`src/rtl/rom_port_arbiter.sv`:
```
// rom_port_arbiter: shares one external byte-wide ROM/SDRAM port between the
// ROM downloader (writes) and three readers (video, CPU, sound).
// Priority per pick: latched download > video > CPU/sound round-robin.
// Sequence per access: IDLE (pick) -> ISSUE (strobe) -> WAIT -> DONE (ack next cycle).
//
// Handshake: a reader holds *_req high with a stable *_addr. Once granted, the
// access always completes. The requester then sees a single-cycle *_ack, and
// *_data is valid from that cycle until its next ack. A request still high in
// the ack cycle is granted again. The downloader pulses dl_en once, and dl_busy
// stays high until the write has finished.
module rom_port_arbiter #(
  parameter int AW  = 18,
  parameter int DW  = 8,
  parameter int TMO = 15
) (
  input  logic          clk48M,
  input  logic          reset_n,
  input  logic          pause,
  input  logic          dl_en,
  input  logic [AW-1:0] dl_addr,
  input  logic [DW-1:0] dl_data,
  output logic          dl_busy,
  input  logic          vid_req,
  input  logic [AW-1:0] vid_addr,
  output logic          vid_ack,
  output logic [DW-1:0] vid_data,
  input  logic          cpu_req,
  input  logic [AW-1:0] cpu_addr,
  output logic          cpu_ack,
  output logic [DW-1:0] cpu_data,
  input  logic          snd_req,
  input  logic [AW-1:0] snd_addr,
  output logic          snd_ack,
  output logic [DW-1:0] snd_data,
  output logic          mem_rd,
  output logic          mem_we,
  output logic [AW-1:0] mem_addr,
  output logic [DW-1:0] mem_wd,
  input  logic [DW-1:0] mem_rdata,
  input  logic          mem_ready,
  output logic          tmo_flag,
  output logic [1:0]    state_dbg
);

  typedef enum logic [1:0] {S_IDLE, S_ISSUE, S_WAIT, S_DONE} state_t;
  typedef enum logic [1:0] {G_DL, G_VID, G_CPU, G_SND} grant_t;

  localparam logic [7:0] TMO_LAST = 8'(TMO - 1);

  state_t        state_q, state_d;
  grant_t        grant_q, grant_d;
  logic          rr_q, rr_d;              // 0: CPU preferred, 1: sound preferred
  logic          dl_full_q, dl_full_d;
  logic [AW-1:0] dl_addr_q, dl_addr_d;
  logic [DW-1:0] dl_data_q, dl_data_d;
  logic [AW-1:0] mem_addr_q, mem_addr_d;
  logic [DW-1:0] mem_wd_q, mem_wd_d;
  logic          mem_rd_q, mem_rd_d;
  logic          mem_we_q, mem_we_d;
  logic [7:0]    cnt_q, cnt_d;
  logic          tmo_flag_q, tmo_flag_d;
  logic [DW-1:0] vid_data_q, vid_data_d;
  logic [DW-1:0] cpu_data_q, cpu_data_d;
  logic [DW-1:0] snd_data_q, snd_data_d;
  logic          vid_ack_q, vid_ack_d;
  logic          cpu_ack_q, cpu_ack_d;
  logic          snd_ack_q, snd_ack_d;
  logic          cpu_ok, snd_ok;
  logic [DW-1:0] cap_data;

  // Next-state, grant selection, download latch and completion data.
  always_comb begin
    state_d    = state_q;
    grant_d    = grant_q;
    rr_d       = rr_q;
    dl_full_d  = dl_full_q;
    dl_addr_d  = dl_addr_q;
    dl_data_d  = dl_data_q;
    mem_addr_d = mem_addr_q;
    mem_wd_d   = mem_wd_q;
    mem_rd_d   = 1'b0;
    mem_we_d   = 1'b0;
    cnt_d      = cnt_q;
    tmo_flag_d = tmo_flag_q;
    vid_data_d = vid_data_q;
    cpu_data_d = cpu_data_q;
    snd_data_d = snd_data_q;
    vid_ack_d  = 1'b0;
    cpu_ack_d  = 1'b0;
    snd_ack_d  = 1'b0;
    cpu_ok     = cpu_req && !pause;
    snd_ok     = snd_req && !pause;
    // A timed-out read returns all ones so the requester can never stall.
    cap_data   = mem_ready ? mem_rdata : {DW{1'b1}};

    // A strobe arriving while the latch is full is dropped.
    if (dl_en && !dl_full_q) begin
      dl_full_d = 1'b1;
      dl_addr_d = dl_addr;
      dl_data_d = dl_data;
    end

    case (state_q)
      S_IDLE: begin
        if (dl_full_q) begin
          grant_d    = G_DL;
          mem_addr_d = dl_addr_q;
          mem_wd_d   = dl_data_q;
          mem_we_d   = 1'b1;
          state_d    = S_ISSUE;
        end else if (vid_req) begin
          grant_d    = G_VID;
          mem_addr_d = vid_addr;
          mem_rd_d   = 1'b1;
          state_d    = S_ISSUE;
        end else if (cpu_ok && (!snd_ok || !rr_q)) begin
          grant_d    = G_CPU;
          mem_addr_d = cpu_addr;
          mem_rd_d   = 1'b1;
          state_d    = S_ISSUE;
        end else if (snd_ok) begin
          grant_d    = G_SND;
          mem_addr_d = snd_addr;
          mem_rd_d   = 1'b1;
          state_d    = S_ISSUE;
        end
      end
      S_ISSUE: begin
        cnt_d   = 8'd0;
        state_d = S_WAIT;
      end
      S_WAIT: begin
        if (mem_ready || (cnt_q == TMO_LAST)) begin
          case (grant_q)
            G_VID:   vid_data_d = cap_data;
            G_CPU:   cpu_data_d = cap_data;
            G_SND:   snd_data_d = cap_data;
            default: ;
          endcase
          if (!mem_ready) tmo_flag_d = 1'b1;
          state_d = S_DONE;
        end else begin
          cnt_d = cnt_q + 8'd1;
        end
      end
      S_DONE: begin
        case (grant_q)
          G_DL:  dl_full_d = 1'b0;
          G_VID: vid_ack_d = 1'b1;
          G_CPU: begin
            cpu_ack_d = 1'b1;
            rr_d      = 1'b1;
          end
          G_SND: begin
            snd_ack_d = 1'b1;
            rr_d      = 1'b0;
          end
          default: ;
        endcase
        state_d = S_IDLE;
      end
      default: state_d = S_IDLE;
    endcase
  end

  // State and registered outputs; reset aborts any access without an ack.
  always_ff @(posedge clk48M or negedge reset_n) begin
    if (!reset_n) begin
      state_q    <= S_IDLE;
      grant_q    <= G_DL;
      rr_q       <= 1'b0;
      dl_full_q  <= 1'b0;
      dl_addr_q  <= '0;
      dl_data_q  <= '0;
      mem_addr_q <= '0;
      mem_wd_q   <= '0;
      mem_rd_q   <= 1'b0;
      mem_we_q   <= 1'b0;
      cnt_q      <= 8'd0;
      tmo_flag_q <= 1'b0;
      vid_data_q <= '0;
      cpu_data_q <= '0;
      snd_data_q <= '0;
      vid_ack_q  <= 1'b0;
      cpu_ack_q  <= 1'b0;
      snd_ack_q  <= 1'b0;
    end else begin
      state_q    <= state_d;
      grant_q    <= grant_d;
      rr_q       <= rr_d;
      dl_full_q  <= dl_full_d;
      dl_addr_q  <= dl_addr_d;
      dl_data_q  <= dl_data_d;
      mem_addr_q <= mem_addr_d;
      mem_wd_q   <= mem_wd_d;
      mem_rd_q   <= mem_rd_d;
      mem_we_q   <= mem_we_d;
      cnt_q      <= cnt_d;
      tmo_flag_q <= tmo_flag_d;
      vid_data_q <= vid_data_d;
      cpu_data_q <= cpu_data_d;
      snd_data_q <= snd_data_d;
      vid_ack_q  <= vid_ack_d;
      cpu_ack_q  <= cpu_ack_d;
      snd_ack_q  <= snd_ack_d;
    end
  end

  assign dl_busy   = dl_full_q;
  assign vid_ack   = vid_ack_q;
  assign vid_data  = vid_data_q;
  assign cpu_ack   = cpu_ack_q;
  assign cpu_data  = cpu_data_q;
  assign snd_ack   = snd_ack_q;
  assign snd_data  = snd_data_q;
  assign mem_rd    = mem_rd_q;
  assign mem_we    = mem_we_q;
  assign mem_addr  = mem_addr_q;
  assign mem_wd    = mem_wd_q;
  assign tmo_flag  = tmo_flag_q;
  assign state_dbg = state_q;

endmodule

```
`config.mk`:
```
export PLATFORM = sky130hd
export DESIGN_NAME = rom_port_arbiter
export DESIGN_NICKNAME = d
export VERILOG_FILES = /design/src/rtl/rom_port_arbiter.sv
export SDC_FILE = /design/constraint.sdc
export NUM_CORES = 1
export LEC_CHECK = 0
export ABC_AREA = 1
export BUFFER_PORTS_ARGS = -buffer_cell sky130_fd_sc_hd__buf_2
export CORE_UTILIZATION = 49
export DETAILED_ROUTE_END_ITERATION = 10
export GPL_ROUTABILITY_DRIVEN = 0
export HOLD_SLACK_MARGIN = 0.15
export PLACE_DENSITY = 0.78
export SYNTH_ARGS = -nofsm -noshare
export SYNTH_HDL_FRONTEND = slang
export SYNTH_SLANG_ARGS = --single-unit
```
`constraint.sdc`:
```
create_clock -name clk48M -period 3.08 [get_ports clk48M]
set_input_delay 0.616 -clock clk48M [delete_from_list [all_inputs] [get_ports clk48M]]
set_output_delay 0.616 -clock clk48M [all_outputs]
set_load 0.005 [all_outputs]
```
==> results summary, run 1 <==
Setup repair after global routing left no endpoint under its margin. The global-route wire length before repair came out at 19.0 mm. The largest stage delay on the critical path is 0.44 ns.

After synthesis, the mean cell area works out to 8.19 um2. The min-delay analysis places its worst path in the category in2async. The total placed instance area is 5630 um2.

The leftover overflow at the end of global routing came out at 0. In this run the number of H-tree levels came out at 3. The via count of the first global-routing pass is 3998. After detailed routing, the total wire length is 11.8 mm. During synthesis, Yosys emitted a total of 0 warnings.

The arrival time of the worst setup path came out at 2.44 ns. The summed area of non-filler cells in the final layout came out at 5820 um2. The detailed-routing iteration count for the pre-antenna-repair pass came out at 5. The total power draw is 0.00471 W. The region available for standard cell placement spans 9330 um2. Global routing used 4.99% of the available met3 tracks. The cell at the root of the clock tree is clkbuf_8.

The die covers 10100 um2. The maximum clock frequency came out at 465 MHz. Summed over its instances, the top area cell type makes up 50.4% of the synthesized netlist area. The worst pin sits at a relative slew slack of 43.7%. The clock tree skew after final layout came out at 0.0107 ns. The maximum number of pins on one net before global-route repair is 59.

The setup TNS after final layout is 0 ns. The critical path is of the reg2reg type. After global routing, the most crowded layer is met2. The pin slew with the least headroom to its limit is 0.843 ns.

After synthesis the netlist holds a flip-flop and latch count of 96. The HPWL reported at the end of detailed placement is 8.46 mm. The met1 track demand over resource is 30.7%. The count of final max-slew check failures came out at 0. The clock tree from TritonCTS is yes. The count of instances resized after the clock tree is built came out at 0. The dominant cell type by area after synthesis is dfrtp_1.

VDD sags by at most 401 uV. The floorplan step set the die width to 101 um. The number of nets in the finished design came out at 831. The number of hold violations in the final report is 0.

Traced cell by cell, the critical path runs through inv_1 > ha_1 > inv_2 > nor2_1 > nand2_1 > nand2_1 > nand2_1 > nand2_1. The static leakage power is 3.24 nW. Once detail routing completed, the nets flagged for antenna violations numbered 0.

The initial antenna violation count came out at 1. Of the synthesized area, sequential elements account for 50.4%. The height of the die is 101 um. The number of distinct library cells after synthesis is 28. The total of buffers placed on input and output ports is 154. The initial standard-cell utilization of the core is 51.1%.

The total I/O pin count came out at 155. The sequential cell area in the final layout is 2400 um2. After clock tree synthesis, the clock-pin slew on the worst setup and hold paths is 0.09 ns. The number of nets in the synthesized netlist is 685. From synthesis to final layout, the design area changed by 22.0%. For this block, the initial DRC count from the detailed router was 183. Along the worst path, the maximum fanout reaches 14. The most repeated cell in the gate-level netlist after synthesis is nand2_1. The number of sinks on the clock net is 96. The number of rows in the core area is 35.

After synthesis, the cell types taking the most area are dfrtp_1 50%, nand2_1 17%, mux2_2 4.3%. The critical path's slowest cell is dfrtp_1. The post-route minimum period came out at 2.15 ns.

The fraction of layout cells with a size suffix above 1 came out at 29.3%. The critical path contains buffers and inverters numbering 2 combined. The combined global-route utilization of all metal layers came out at 24.0%. The nature of the critical path endpoint is a flip-flop. The number of CTS-inserted buffers came out at 9. The required time of the critical path is 3.37 ns. For this run, design rule violations remaining after detail routing come to 0. The cell repeated most along the worst path is nand2_1. The clock reaches the later pin of the worst-skew pair after 0.35 ns. The power per standard cell area is 809 nW/um2.

The cell family contributing the most delay on the critical path is simple AND/OR/NAND/NOR gates. By count the netlist is led by 215 x nand2_1, 96 x dfrtp_1, 48 x inv_1. The main flop type after synthesis is dfrtp_1.

Of all flip-flops after synthesis, the portion carrying an async set or reset was 100%. The met2 track demand over resource in global routing is 40.8%. The count of hold-fix buffers inserted at cts is 0. The number of enable flip-flop cells after synthesis came out at 0. The number of setup buffers added after CTS is 0. The worst setup path is launched from a flip-flop. The area occupied by multi-input gates is 2040 um2. The number of vias after detailed routing is 4303. The longest clock path from root to sink contains 2 buffers.

The final setup violation count is 0. The antenna diode count came out at 0. The number of maximum-capacitance violations is 0. The synthesized netlist occupies a cell area of 4770 um2. The vias per cell came out at 4.99.

The flow ran to the end, and the final reports show no timing, DRC or antenna violations. The number of filler instances in the final layout came out at 840. Counting every instance in the synthesized netlist gives 582. The fraction of the cycle the final worst path needs is 69.9%. The detailed-route wire length per cell is 13.7 um.
[flip-flops by register name (all words and copies together), names as in the netlist]
name and count:
cnt_q 8, cpu_ack 1, cpu_data 8, dl_addr_q 18, dl_busy 1, dl_data_q 8
grant_q 2, mem_addr 18, mem_rd 1, mem_wd 8, mem_we 1, rr_q 1
snd_ack 1, snd_data 8, state_dbg 2, tmo_flag 1, vid_ack 1, vid_data 8
[cells by family (layout without fill, tap and decap cells)]
logic type,after synthesis,after routing,share of synthesized area (%)
muxes,18,18,4.25
AOI/OAI and AO/OA,61,61,7.27
buffers and inverters,76,227,6.77
xor gates and xnor gates,1,1,0.184
adders and majority gates,7,7,1.84
DFF,96,96,50.4
and+or+nand+nor,323,323,29.3
[metal layers]
layer / routed length [um] / up-vias
li1: - / 2138
met1: 5020 / 1988
met2: 5820 / 161
met3: 806 / 14
met4: 142 / 2
met5: 13 / -
[metrics by stage]
stage,worst slack (ns),hold WS (ns),instances,utilization [%]
global route,0.665,0.259,862,62.4
detailed placement,0.810,0.455,846,60.3
CTS,0.935,0.227,862,62.4
global placement,0.890,0.449,846,60.3
finish,0.928,0.228,862,62.4
floorplan,1.58,0.320,582,-
[path summary, 6_finish.rpt]
kind                                     startpoint                       end  slack, ns  cells after the start
max reg2reg                state_dbg[0]$_DFFE_PN0P_      cnt_q[2]$_DFFE_PN0P_       0.93                      8
min                                         reset_n      tmo_flag$_DFFE_PN0P_       0.23                      1
min in group clk48M         vid_data[2]$_DFFE_PN0P_   vid_data[2]$_DFFE_PN0P_       0.47                      2
max                        state_dbg[0]$_DFFE_PN0P_      cnt_q[2]$_DFFE_PN0P_       0.93                      8
min reg2reg                 vid_data[2]$_DFFE_PN0P_   vid_data[2]$_DFFE_PN0P_       0.47                      2
max in group asynchronous                   reset_n  mem_addr[13]$_DFFE_PN0P_       2.16                      2
[area by class of cell]
| class | count | share of cell area [%] |
|---|---|---|
| Multi-Input combinational cell | 410 | 35.1 |
| Clock buffer | 10 | 2.37 |
| Inverter | 51 | 3.29 |
| Clock inverter | 6 | 0.860 |
| Tap cell | 129 | 2.77 |
| Sequential cell | 96 | 41.3 |
| Timing Repair Buffer | 160 | 14.3 |
[where the power goes]
group	leakage, nW	internal, W	switching, W	total (W)
Clock	0.0899	0.000326	0.000457	0.000783
Combinational	1.96	0.000778	0.00107	0.00185
Sequential	1.19	0.00178	0.000299	0.00208
Total	3.24	0.00288	0.00183	0.00471
[cells in the final DEF (no fill, tap or decap), drive strengths merged, types with 9 or more instances in the layout]
| cell | instances |
|---|---|
| a21oi | 27 |
| buf | 160 |
| clkbuf | 10 |
| dfrtp | 96 |
| inv | 53 |
| mux2 | 18 |
| nand2 | 220 |
| nand3 | 36 |
| nand3b | 18 |
| nand4 | 9 |
| nor2 | 37 |
| o21ai | 31 |
(Power assumes the default switching activity.)
==> run 2, diff against run 1 <==
Clock period 3.08 ns to 2.15 ns, I/O delays scaled along.
==> run 2 against run 1 <==
- fmax grew 14%
- via count is 0.51% higher
- critical path type unchanged
- non-clock buffer count up 9
- setup slack got worse by 0.67 ns
- sequential share of layout area down 0.64 points
- die area is the same
- combinational power increased by 45%
==> results summary, run 2 (same netlist as run 1, synthesis figures left out) <==
The horizontal die dimension is 101 um. Entering global routing, the biggest net connects 54 pins. The number of maximum-capacitance violations came out at 0.

The via count of the first global-routing pass was 4017. The post-route minimum period came out at 1.90 ns. The clock passes through at most 2 buffers. The number of filler instances in the final layout is 834. The worst hold path begins at dl_addr[13].

The combined buffer and inverter count along the critical path is 1. Measured along the y axis, the die boundary spans 101 um. The internal power component is 0.00426 W.

The total I/O pin count is 155. The wire-length estimate of the detail-placed layout is 8.77 mm. The placeable core region came out at 9330 um2.

The maximum clock frequency is 528 MHz. The nature of the critical path endpoint is a flip-flop. In this run the power spent charging and discharging nets is 0.00258 W. The clock transition at the register clock pins on the worst setup and hold paths after CTS came out at 0.10 ns.

Setup repair after global routing left no endpoint under its margin. The worst setup path category is reg2reg. At the pin with the least slew margin, the transition time is 0.510 ns.

The combined global-route utilization of all metal layers is 24.1%. The clock tree skew after final layout came out at 0.0105 ns. The worst-case reg-to-reg path depth came out at 7. The fraction of the cycle the final worst path needs is 88.2%. The detailed-route wire length per cell is 13.5 um. The total of buffers placed on input and output ports is 154. Detailed routing inserted a total of 4325 vias. The logic gate share of total power is 39.2%.

Data arrives at the worst endpoint at 2.12 ns. The worst ir drop on vdd is 428 uV. The number of CTS-inserted buffers is 9. Summed over all layers, the global routing overflow is 0. The global-route wire length before repair is 18.9 mm. Measured against its own limit, the worst slew margin works out to 66.0%. The detailed-routing iteration count for the pre-antenna-repair pass is 5. The worst setup path is launched from a flip-flop. The switching share of power came out at 37.7%. The largest stage delay on the critical path came out at 0.45 ns. The library cell used most frequently in the layout, excluding fill and tap cells, is nand2_1. The clock reaches the later pin of the worst-skew pair after 0.35 ns.

The number of sinks on the clock net came out at 96. The clock network burns 17.5% of the power. The final setup violation count came out at 0. The setup TNS after final layout came out at 0 ns. The worst hold path belongs to the class in2reg. The worst register-to-register path ends at snd_data[2]$_DFFE_PN0P_. The count of final max-slew check failures is 0. The post-CTS setup buffer count is 0. The fraction of layout cells with a size suffix above 1 came out at 30.2%. The number of DRC markers in iteration 0 is 211. The number of nets in the finished design came out at 840.

The worst hold path stage count came out at 2. TritonCTS built the clock tree. The top cell types in the final layout, fill and taps aside, are 214 x nand2_1, 153 x buf_2, 96 x dfrtp_1.

The die covers 10100 um2. The root buffer cell chosen for the clock tree is clkbuf_8. The signal on the critical path passes through inv_1 > ha_1 > nand3_1 > o21ai_2 > nand2_2 > nand2_1 > o21ai_1. The signed area change from the synthesized netlist to the final layout came out at 23.9%. The run finished with clean final reports. The overall routed net length is 11.7 mm. The power per standard cell area is 1160 nW/um2. The worst hold slack is 0.300 ns. On the critical path, the stage with the largest delay is an instance of o21ai_2. The largest driver fanout on the critical path came out at 16. The static leakage power is 3.29 nW. Among cell families on the critical path, the largest total delay comes from simple AND/OR/NAND/NOR gates. The number of H-tree branching levels came out at 3. The antenna diode count came out at 0. The initial antenna violation count is 1. The number of nets still failing antenna checks after routing came out at 0. Setup slack on the worst reg-to-reg path comes out at 0.25 ns. The required time of the critical path came out at 2.38 ns. The number of remaining DRC errors came out at 0.

The initial standard-cell utilization of the core is 51.1%. The number of rows in the core area came out at 35. The number of hold violations in the final report came to 0.

The part of the total power dissipated in sequential elements is 43.3%. The path with the worst hold slack has its endpoint at dl_addr_q[13]$_DFFE_PN0P_. In the routed layout, each cell is associated on average with a via count of 4.97. The worst reg2reg path startpoint is cnt_q[0]$_DFFE_PN0P_.
[run 2: worst max-delay path by stage]
| stage | to | slack (ns) | cells past startpoint | from |
|---|---|---|---|---|
| 4_1_cts | cnt_q[5]$_DFFE_PN0P_ | 0.11 | 8 | state_dbg[0]$_DFFE_PN0P_ |
| 3_3_place_gp | cnt_q[3]$_DFFE_PN0P_ | 0.29 | 8 | state_dbg[0]$_DFFE_PN0P_ |
| 6_report | snd_data[2]$_DFFE_PN0P_ | 0.25 | 7 | cnt_q[0]$_DFFE_PN0P_ |
| 3_5_place_dp | cnt_q[5]$_DFFE_PN0P_ | 0.14 | 8 | state_dbg[0]$_DFFE_PN0P_ |
| 2_1_floorplan | cpu_data[4]$_DFFE_PN0P_ | 0.65 | 9 | cnt_q[0]$_DFFE_PN0P_ |
| 5_1_grt | cnt_q[5]$_DFFE_PN0P_ | 0.05 | 8 | state_dbg[0]$_DFFE_PN0P_ |
[run 2: what timing repair did]
item                       CTS  global route
hold buffers                 1             0
resized for setup            0             2
hold endpoints to repair    30             0
setup endpoints to repair    0             7
[run 2: worst register-to-register path, stage by stage (launching register included)]
cell and delay, ns:
dfrtp_1 0.43, inv_1 0.12, ha_1 0.18, nand3_1 0.10
o21ai_2 0.45, nand2_2 0.29, nand2_1 0.14, o21ai_1 0.07
[run 2: power groups by stage]
stage               Combinational [W]  Sequential (W)  Clock [W]
global route                  0.00304         0.00305    0.00133
floorplan                     0.00164         0.00296          0
global placement              0.00258         0.00296          0
finish                        0.00269         0.00296    0.00120
CTS                           0.00270         0.00296    0.00125
detailed placement            0.00270         0.00299          0
[run 2: metal layers]
layer / track usage (%) / wire, um / vias to the layer above
met3: 5.76 / 736 / 14
li1: - / - / 2157
met2: 41.6 / 5740 / 171
met1: 30.6 / 5110 / 1981
met5: 0 / 13 / -
met4: 6.13 / 109 / 2
[run 2: through the flow]
step	worst slack (ns)	utilization [%]	cell area, um2	cells	power [W]
6_report	0.255	63.3	5910	871	0.00685
3_3_place_gp	0.288	61.0	5690	854	0.00554
3_5_place_dp	0.141	61.0	5690	854	0.00569
5_1_grt	0.0535	63.3	5910	871	0.00742
2_1_floorplan	0.651	-	4770	582	0.00459
4_1_cts	0.112	63.3	5900	871	0.00691
[run 2: cell type report]
class	instances	area (um2)	area share (%)
Sequential cell	96	2400	40.7
Multi-Input combinational cell	410	2050	34.7
Timing Repair Buffer	169	901	15.2
Inverter	51	191	3.24
Tap cell	129	161	2.73
Clock buffer	10	128	2.16
Clock inverter	6	76.3	1.29
==> run 3, diff against run 2 <==
Settings changed: ABC_AREA 1 to not set, CORE_UTILIZATION 49 to 40, PLACE_DENSITY 0.78 to 0.66.
==> run 3 against run 2 <==
- fmax fell by 7.3%
- utilization fell by 11 points
- die area rose by 13%
- global-route usage fell by 5.1 points
- highest routed layer is now met4
==> results summary, run 3 <==
The run finished with clean final reports. Clock tree synthesis selected as its root buffer the cell clkbuf_8. The top cell types in the final layout, fill and taps aside, are 153 x buf_2, 96 x dfrtp_1, 59 x mux2_2.

The power per standard cell area came out at 1180 nW/um2. The overall routed net length came out at 10.2 mm. The post-synthesis sequential element count came out at 96. Among all flip-flop cells after synthesis, the most frequent one is dfrtp_1.

The signed area change from the synthesized netlist to the final layout came out at 27.0%. The async set-or-reset flop fraction in the synthesized netlist came out at 100%. The pin slew with the least headroom to its limit came out at 0.659 ns. The number of nets in the finished design is 611.

The wire-length estimate of the detail-placed layout is 7.66 mm. The floorplan has 38 rows. The number of DRC markers in iteration 0 is 120. The largest driver fanout on the critical path is 8. The post-synthesis instance area came out at 4420 um2. The critical path is of the reg2reg type. The detailed-routing iteration count for the pre-antenna-repair pass came out at 4.

The type of element launching the critical path is a flip-flop. During I/O placement, the number of pins put on the boundary was 155. Clock latency on the worst-skew pair, taken at its later pin, is 0.36 ns. The proportion of synthesized chip area in sequential cells came out at 54.3%. The post-synthesis area per instance came out at 12.5 um2.

The vias per cell came out at 5.12. The number of hold violations in the final report is 0. The leftover overflow at the end of global routing came out at 0. TritonCTS built the clock tree. The number of distinct library cells after synthesis is 41. The detailed-route wire length per cell came out at 15.6 um. By area the synthesized netlist is led by dfrtp_1 54%, mux2_2 15%, o31ai_1 3.2%. The horizontal die dimension came out at 107 um. The instance count after placement with tap cells included came out at 635.

The clock passes through at most 2 buffers. The number of clock buffers added by TritonCTS is 9. Leaving out fill and tap cells, the most frequent cell in the layout is buf_2. After floorplanning, the core was sized to cover 10800 um2. The count of final max-slew check failures was 0.

The number of synthesis warnings came out at 0. The initial antenna violation count came out at 1. The number of sinks on the clock net is 96.

The post-synthesis cell count is 355. Summed over all instances, the cell type with the most area after synthesis is dfrtp_1. The share of the synthesized area in the top cell type is 54.3%. The total die area came out at 11500 um2. The maximum number of pins on one net before global-route repair came out at 40. The initial standard-cell utilization of the core came out at 41.0%. The via count of the first global-routing pass is 3504. The combined global-route utilization of all metal layers came out at 19.1%. The summed area of non-filler cells in the final layout came out at 5610 um2.

The min-delay analysis places its worst path in the category in2reg. In the synthesized netlist, the cells that appear most often are 96 x dfrtp_1, 59 x mux2_2, 21 x nor2b_1. The worst ir drop on vdd is 431 uV.

The clock arrives with 0.0141 ns of skew. After clock tree synthesis, the clock-pin slew on the worst setup and hold paths is 0.10 ns. STA classifies the critical path endpoint as a flip-flop. The number of vias after detailed routing came out at 3347. The most repeated cell in the gate-level netlist after synthesis is dfrtp_1. Summed over all cells, the static leakage comes to 2.76 nW.

The number of H-tree branching levels is 3. The arrival time of the worst setup path came out at 2.29 ns. The total of buffers placed on input and output ports is 154. The required time of the critical path came out at 2.39 ns.

The post-route minimum period came out at 2.04 ns. After detailed routing, the number of remaining DRC violations is 0. The global-route wire length before repair is 16.9 mm. The number of nets still failing antenna checks after routing is 0. The remaining max-slew budget at the tightest pin came out at 56.0%.

Once placement finished, the instance area stood at 5380 um2. Of the available clock period, the critical path in the final layout requires 95.1%. Across the run, the number of max-cap violations was 0.

The fraction of layout cells with a size suffix above 1 is 49.5%. The final setup violation count came out at 0. The total power draw came out at 0.00664 W. Synthesis produced a netlist with a net count of 458. The final cell count without fillers is 654. The number of enable flip-flop cells after synthesis came out at 0. The slack of the worst reg-to-reg path came out at 0.11 ns. The die is 107 um tall.

Derived from the worst setup path, the maximum achievable clock frequency is 489 MHz.
[run 3: changes by cell type after synthesis, moves of 25 or more]
cell / before / now
nor2_1: 34 / 6
inv_1: 48 / 8
nand3_1: 35 / 10
nand2_1: 215 / 9
a21oi_1: 27 / 2
mux2_2: 18 / 59
[run 3: path summary, 6_finish.rpt]
check / depth (start not counted) / endpoint / start
max: 6 / cpu_data[7]$_DFFE_PN0P_ / cnt_q[0]$_DFFE_PN0P_
min in group asynchronous: 2 / tmo_flag$_DFFE_PN0P_ / reset_n
min: 2 / dl_data_q[0]$_DFFE_PN0P_ / dl_data[0]
min reg2reg: 1 / cnt_q[7]$_DFFE_PN0P_ / cnt_q[7]$_DFFE_PN0P_
max reg2reg: 6 / cpu_data[7]$_DFFE_PN0P_ / cnt_q[0]$_DFFE_PN0P_
max in group asynchronous: 3 / grant_q[0]$_DFFE_PN0P_ / reset_n
[run 3: logic make-up after synthesis]
group           share of synthesized area (%)
fa+ha+maj                                1.98
compound gates                           11.9
xor+xnor                                0.396
mux                                      15.7
simple gates                             12.7
buf+inv                                  3.00
flops                                    54.3
[run 3: final cells by class]
cell class | count | area (um2)
fillers | 965 | 5180
clock buffers | 11 | 141
diodes | 1 | 2.50
flip-flops and latches | 96 | 2400
inverters | 8 | 30.0
multi-input cells | 228 | 1900
well taps | 140 | 175
repair buffers | 165 | 896
clock inverters | 5 | 63.8
[run 3: power breakdown]
group | total [W] | switching, W | internal, W
Combinational | 0.00240 | 0.00109 | 0.00131
Clock | 0.00120 | 0.000620 | 0.000579
Sequential | 0.00305 | 0.000472 | 0.00257
Total | 0.00664 | 0.00218 | 0.00446
[run 3: routing by layer]
layer	vias up	part of all wire (%)	track usage [%]
met5	-	0	0
met4	0	1.7	7.34
met3	9	6.3	6.14
met2	111	48	30.8
met1	1627	44	23.7
li1	1600	-	-
[run 3: stage by stage]
step	TNS, ns	utilization, %	hold slack (ns)	worst slack (ns)
3_3_place_gp	0	49.8	0.382	0.154
2_1_floorplan	0	-	0.134	0.255
3_5_place_dp	0	49.8	0.384	0.112
4_1_cts	0	51.8	0.269	0.0888
5_1_grt	-0.00349	52.0	0.274	-0.00349
6_report	0	52.0	0.297	0.106
[run 3: critical path, cell delays in order, from the launching register on]
cell      delay, ns
dfrtp_1        0.44
inv_1          0.08
ha_1           0.15
nor4b_4        0.32
a21oi_4        0.13
and4bb_2       0.46
mux2_2         0.36
[run 3: repair_timing]
action,4_1_cts,5_1_grt
setup buffers,0,1
setup endpoints to repair,0,9
resized for setup,0,0
hold buffers,1,0
endpoints found under the hold margin,26,0
